--- src/rtl/serial_pkg.sv ---
// Shared types and line levels for the serial pattern transmitter.
package serial_pkg;

  typedef enum logic [2:0] {
    IDLE,
    START,
    DATA,
    PARITY,
    STOP
  } tx_state_t;

  localparam logic LINE_IDLE  = 1'b1;
  localparam logic LINE_START = 1'b0;

endpackage

--- src/rtl/tx_bit_timer.sv ---
// Bit-period timer: counts clock cycles within a serial bit and emits a
// one-cycle bit_tick on the final cycle of each bit period.
module tx_bit_timer #(
  parameter int unsigned CLKS_PER_BIT = 1
) (
  input  logic clock,
  input  logic reset,
  input  logic clear,
  output logic bit_tick
);

  localparam int unsigned CNT_W = (CLKS_PER_BIT > 1) ? $clog2(CLKS_PER_BIT) : 1;
  localparam logic [CNT_W-1:0] LAST_CNT = CNT_W'(CLKS_PER_BIT - 1);

  logic [CNT_W-1:0] cnt_q;

  assign bit_tick = (cnt_q == LAST_CNT);

  // Restart at the tick so the count never runs past the terminal value.
  always_ff @(posedge clock) begin
    if (reset || clear || bit_tick) begin
      cnt_q <= '0;
    end else begin
      cnt_q <= cnt_q + CNT_W'(1);
    end
  end

endmodule

--- src/rtl/serial_pattern_tx.sv ---
// Framed parallel-to-serial transmitter: start bit, data LSB first, optional
// even parity (enabled by defining PARITY_TX_EN), stop bit.
module serial_pattern_tx
  import serial_pkg::*;
#(
  parameter int unsigned DATA_W       = 8,
  parameter int unsigned CLKS_PER_BIT = 1
) (
  input  logic              clock,
  input  logic              reset,
  input  logic [DATA_W-1:0] data_in,
  input  logic              send,
  output logic              ready,
  output logic              serial_out,
  output logic              busy,
  output logic              done
);

  localparam int unsigned IDX_W = $clog2(DATA_W + 1);
  localparam logic [IDX_W-1:0] LAST_IDX = IDX_W'(DATA_W - 1);

  tx_state_t         state_q;
  logic [DATA_W-1:0] shreg_q;
  logic [DATA_W-1:0] shreg_next;
  logic [IDX_W-1:0]  bit_idx_q;
  logic              serial_out_q;
  logic              ready_q;
  logic              busy_q;
  logic              bit_tick;
  logic              timer_clear;
`ifdef PARITY_TX_EN
  logic              parity_q;
`endif

  // Holding the timer in clear while idle makes every frame start from count 0.
  assign timer_clear = (state_q == IDLE);
  assign shreg_next  = shreg_q >> 1;

  tx_bit_timer #(
    .CLKS_PER_BIT(CLKS_PER_BIT)
  ) u_bit_timer (
    .clock   (clock),
    .reset   (reset),
    .clear   (timer_clear),
    .bit_tick(bit_tick)
  );

  always_ff @(posedge clock) begin
    if (reset) begin
      state_q      <= IDLE;
      shreg_q      <= '0;
      bit_idx_q    <= '0;
      serial_out_q <= LINE_IDLE;
      ready_q      <= 1'b1;
      busy_q       <= 1'b0;
`ifdef PARITY_TX_EN
      parity_q     <= 1'b0;
`endif
    end else begin
      case (state_q)
        IDLE: begin
          if (send && ready_q) begin
            state_q      <= START;
            shreg_q      <= data_in;
            bit_idx_q    <= '0;
            serial_out_q <= LINE_START;
            ready_q      <= 1'b0;
            busy_q       <= 1'b1;
`ifdef PARITY_TX_EN
            parity_q     <= ^data_in;
`endif
          end
        end
        START: begin
          if (bit_tick) begin
            state_q      <= DATA;
            serial_out_q <= shreg_q[0];
          end
        end
        DATA: begin
          if (bit_tick) begin
            shreg_q <= shreg_next;
            if (bit_idx_q == LAST_IDX) begin
              bit_idx_q    <= '0;
`ifdef PARITY_TX_EN
              state_q      <= PARITY;
              serial_out_q <= parity_q;
`else
              state_q      <= STOP;
              serial_out_q <= LINE_IDLE;
`endif
            end else begin
              bit_idx_q    <= bit_idx_q + IDX_W'(1);
              serial_out_q <= shreg_next[0];
            end
          end
        end
`ifdef PARITY_TX_EN
        PARITY: begin
          if (bit_tick) begin
            state_q      <= STOP;
            serial_out_q <= LINE_IDLE;
          end
        end
`endif
        STOP: begin
          if (bit_tick) begin
            state_q <= IDLE;
            ready_q <= 1'b1;
            busy_q  <= 1'b0;
          end
        end
        default: begin
          state_q      <= IDLE;
          serial_out_q <= LINE_IDLE;
          ready_q      <= 1'b1;
          busy_q       <= 1'b0;
        end
      endcase
    end
  end

  assign ready      = ready_q;
  assign busy       = busy_q;
  assign serial_out = serial_out_q;
  // Decoded from registered state and count only.
  assign done       = (state_q == STOP) && bit_tick;

endmodule
--- config.mk ---
export PLATFORM = sky130hd
export DESIGN_NAME = serial_pattern_tx
export DESIGN_NICKNAME = d
export VERILOG_FILES = /design/src/rtl/serial_pkg.sv /design/src/rtl/tx_bit_timer.sv /design/src/rtl/serial_pattern_tx.sv
export SDC_FILE = /design/constraint.sdc
export NUM_CORES = 1
export LEC_CHECK = 0
export ABC_AREA = 1
export BUFFER_PORTS_ARGS = -buffer_cell sky130_fd_sc_hd__buf_2
export CAP_MARGIN = 20
export CORE_MARGIN = 4
export CORE_UTILIZATION = 49
export DETAILED_ROUTE_END_ITERATION = 10
export GPL_TIMING_DRIVEN = 0
export PLACE_DENSITY = 0.73
export REMOVE_ABC_BUFFERS = 1
export SETUP_SLACK_MARGIN = 0.02
export SYNTH_ARGS = -nofsm -noshare
export SYNTH_HDL_FRONTEND = slang
export SYNTH_HIERARCHICAL = 1
export SYNTH_SLANG_ARGS = --single-unit
--- constraint.sdc ---
create_clock -name clock -period 1.07 [get_ports clock]
set_input_delay 0.0535 -clock clock [delete_from_list [all_inputs] [get_ports clock]]
set_output_delay 0.0535 -clock clock [all_outputs]
set_load 0.005 [all_outputs]
==> results.sh <==
export IMPL_cp_data_arrival_time_ns=1.58
export IMPL_crit_fanout=5
export IMPL_synth_top_area_cell="dfxtp_1"
export IMPL_dp_hpwl_um=1302
export IMPL_numCtsBuffers=3
export IMPL_antenna_found_initial=0
export IMPL_violations="setup timing"
export IMPL_cp_start_kind="flip-flop"
export IMPL_die_w_um=52.92
export IMPL_rows=15
export IMPL_core_area_um2=1821
export IMPL_drtPass1Iterations=4
export IMPL_grt_overflow=0
export IMPL_cts_tree="built"
export IMPL_period_needed_ns=1.348
export IMPL_slew_viol_final=0
export IMPL_synth_top_area_frac=0.3848
export IMPL_vias_per_cell=5.095
export IMPL_dieArea_um2=2800
export IMPL_num_vias=1019
export IMPL_highest_signal_layer="met4"
export IMPL_htreeDepth=1
export IMPL_clkLatencyLatePin_ns=0.30
export IMPL_yosys_cell_count_top_type="nand2_1"
export IMPL_finalInstanceArea_um2=1459
export IMPL_nNetsFinal=188
export IMPL_ys_async_sr_fraction=0
export IMPL_hold_path_class="primary input to flip-flop"
export IMPL_ioPinCount=15
export IMPL_endpoint="shreg_q[1]"
export IMPL_rsz0062_at_grt="true"
export IMPL_diodes=0
export IMPL_ir_drop_uv=1695
export IMPL_crit_path_start="state_q[2]"
export IMPL_grt_max_degree=11
export IMPL_synth_area_per_cell_um2=7.163
export IMPL_ys_ff_latch=19
export IMPL_r2r_setup_slack_ns=-0.28
export IMPL_die_height_um=52.92
export IMPL_synth_common_cells="nand2_1 (34), dfxtp_1 (19), inv_1 (13)"
export IMPL_dpl_cell_area_um2=1059
export IMPL_end_kind="flip-flop"
export IMPL_initial_core_util=0.5430
export IMPL_p_leak_uw=0.0006764
export IMPL_power_uw=4703
export IMPL_synth_area_um2=988.4
export IMPL_setup_viol=19
export IMPL_drt_total_wl_um=2484
export IMPL_fmax_mhz=741.8
export IMPL_ys_seq_area_frac=0.3848
export IMPL_setup_ws_ns=-0.2781
export IMPL_grtUsageTotal=0.1831
export IMPL_cts_path_max_buffers=2
export IMPL_synth_cells=138
export IMPL_r2r_start="state_q[2]"
export IMPL_cts_root_buf="clkbuf_4"
export IMPL_drc=0
export IMPL_min_period_over_period=1.260
export IMPL_clk_pin_slew_ns=0.12
export IMPL_grt_pass1_wl_um=3746
export IMPL_route_met2_wl_um=1260
export IMPL_outcome="complete, but fails checks"
export IMPL_finalHoldViolations=0
export IMPL_seq_power_share=0.245
export IMPL_swShare=0.4690
export IMPL_drtIter0Drc=25
export IMPL_finalSetupTns_ns=-3.967
export IMPL_drive_gt1_frac=0.5086
export IMPL_r2r_worst_path_cells=9
export IMPL_yosysWarnings=6
export IMPL_switching_power_uw=2206
export IMPL_synth_edf_count=0
export IMPL_routedWlPerCell_um=12.42
export IMPL_antenna_left=0
export IMPL_intPower_uw=2497
export IMPL_path_class="flip-flop to flip-flop"
export IMPL_area_growth_pct=47.60
export IMPL_cp_required_ns=1.30
export IMPL_met3_length_um=124
export IMPL_cts_sinks=19
export IMPL_portBuffers=14
export IMPL_place_gp_congestion=0.8057
export IMPL_wl_met1_um=1083
export IMPL_synth_top_flop_cell="dfxtp_1"
export IMPL_finClkSkew_ns=0.01121
export IMPL_grt_pass1_vias=847
export IMPL_powerDensity_nw_per_um2=3224
export IMPL_reg2reg_to="shreg_q[1]"
export IMPL_p_clk_frac=0.079
export IMPL_synth_distinct_cells=22
export IMPL_synth_area_leaders="dfxtp_1 (38%), nand2_1 (13%), nand3_1 (5.6%), a21oi_2 (5.3%), nand2_2 (5.1%)"
export IMPL_combPwrFrac=0.676
export IMPL_drv_cap=0
==> sequential cells by signal (all words and copies together), names as in the netlist <==
register,flops
u_bit_timer/cnt_q,1
shreg_q,8
busy,1
bit_idx_q,4
ready,1
state_q,3
serial_out,1
==> worst max-delay path: stages (launching register included) <==
cell and delay [ns]:
dfxtp_4 0.38, nor2_4 0.20, buf_6 0.16, nand2_8 0.08, inv_8 0.08, buf_4 0.10, nand2_1 0.04, nand2_1 0.05
nand2_1 0.06, a21oi_2 0.12
==> power by group through the flow <==
stage / Clock, uW / Combinational [uW] / Sequential [uW]
after floorplan: 0 / 1280 / 1100
after global routing: 408 / 3470 / 1180
after CTS: 372 / 2410 / 1120
after global placement: 0 / 1570 / 1110
final: 373 / 3180 / 1150
after detailed placement: 0 / 1590 / 1110
==> cell usage in the layout, fill, tap and decap left out, types with 2 or more instances in the layout <==
cell type and count:
a21oi_1 7, a21oi_2 7, buf_2 14, buf_4 11
buf_6 7, clkbuf_4 3, dfxtp_1 16, dfxtp_4 2
inv_1 11, inv_2 3, inv_8 2, nand2_1 24
nand2_2 13, nand2_4 7, nand2_8 3, nand3_1 6
nand3_2 3, nand3_4 3, nor2_1 9, nor2_4 2
o21ai_1 8, o21ai_2 6
==> worst min path at each step <==
| stage | from | endpoint | slack (ns) | depth (start not counted) |
|---|---|---|---|---|
| finish | data_in[7] | shreg_q[7] | 0.004 | 3 |
| detailed placement | data_in[7] | shreg_q[7] | 0.34 | 3 |
| global route | data_in[7] | shreg_q[7] | 0.01 | 3 |
| global placement | data_in[7] | shreg_q[7] | 0.34 | 3 |
| CTS | data_in[7] | shreg_q[7] | 0.02 | 3 |
| floorplan | reset | bit_idx_q[1] | 0.12 | 1 |
==> area by class of cell <==
| type | instances | area [um^2] |
|---|---|---|
| clock buffer | 4 | 26.28 |
| multi-input combinational | 102 | 695.7 |
| inverter | 17 | 78.83 |
| sequential | 19 | 389.1 |
| timing repair inverter | 1 | 6.256 |
| fill | 125 | 361.6 |
| timing repair buffer | 32 | 231.5 |
| tap | 25 | 31.28 |
==> stage by stage <==
step | hold WS (ns) | util | setup slack [ns] | std cells
after floorplan | 0.1159 | - | -0.1091 | 135
after global placement | 0.3358 | 0.5814 | -0.2286 | 174
after detailed placement | 0.3395 | 0.5814 | -0.2576 | 174
after CTS | 0.01661 | 0.6942 | -0.2022 | 193
after global routing | 0.01066 | 0.8014 | -0.3335 | 200
final | 0.004300 | 0.8014 | -0.2781 | 200
==> kinds of logic after synthesis <==
kind of cell             share of synthesized area
AND/OR/NAND/NOR                             0.3291
adder cells (fa/ha/maj)                    0.01266
flip-flops                                  0.3848
buffers and inverters                      0.09999
AO/OA/AOI/OAI                               0.1696
other                                     0.003794
==> per-layer routing <==
metal,track usage,vias up
li1,-,521
met4,0.07234,0
met1,0.2340,471
met2,0.2996,25
met3,0.03662,2
met5,0,-
==> repair_timing <==
item,CTS,global route
setup buffers,12,6
endpoints found under the setup margin,19,19
gates cloned,3,1
hold buffers,0,0
pin swaps,6,19
gates resized for setup,19,42
(Power assumes the default switching activity.)
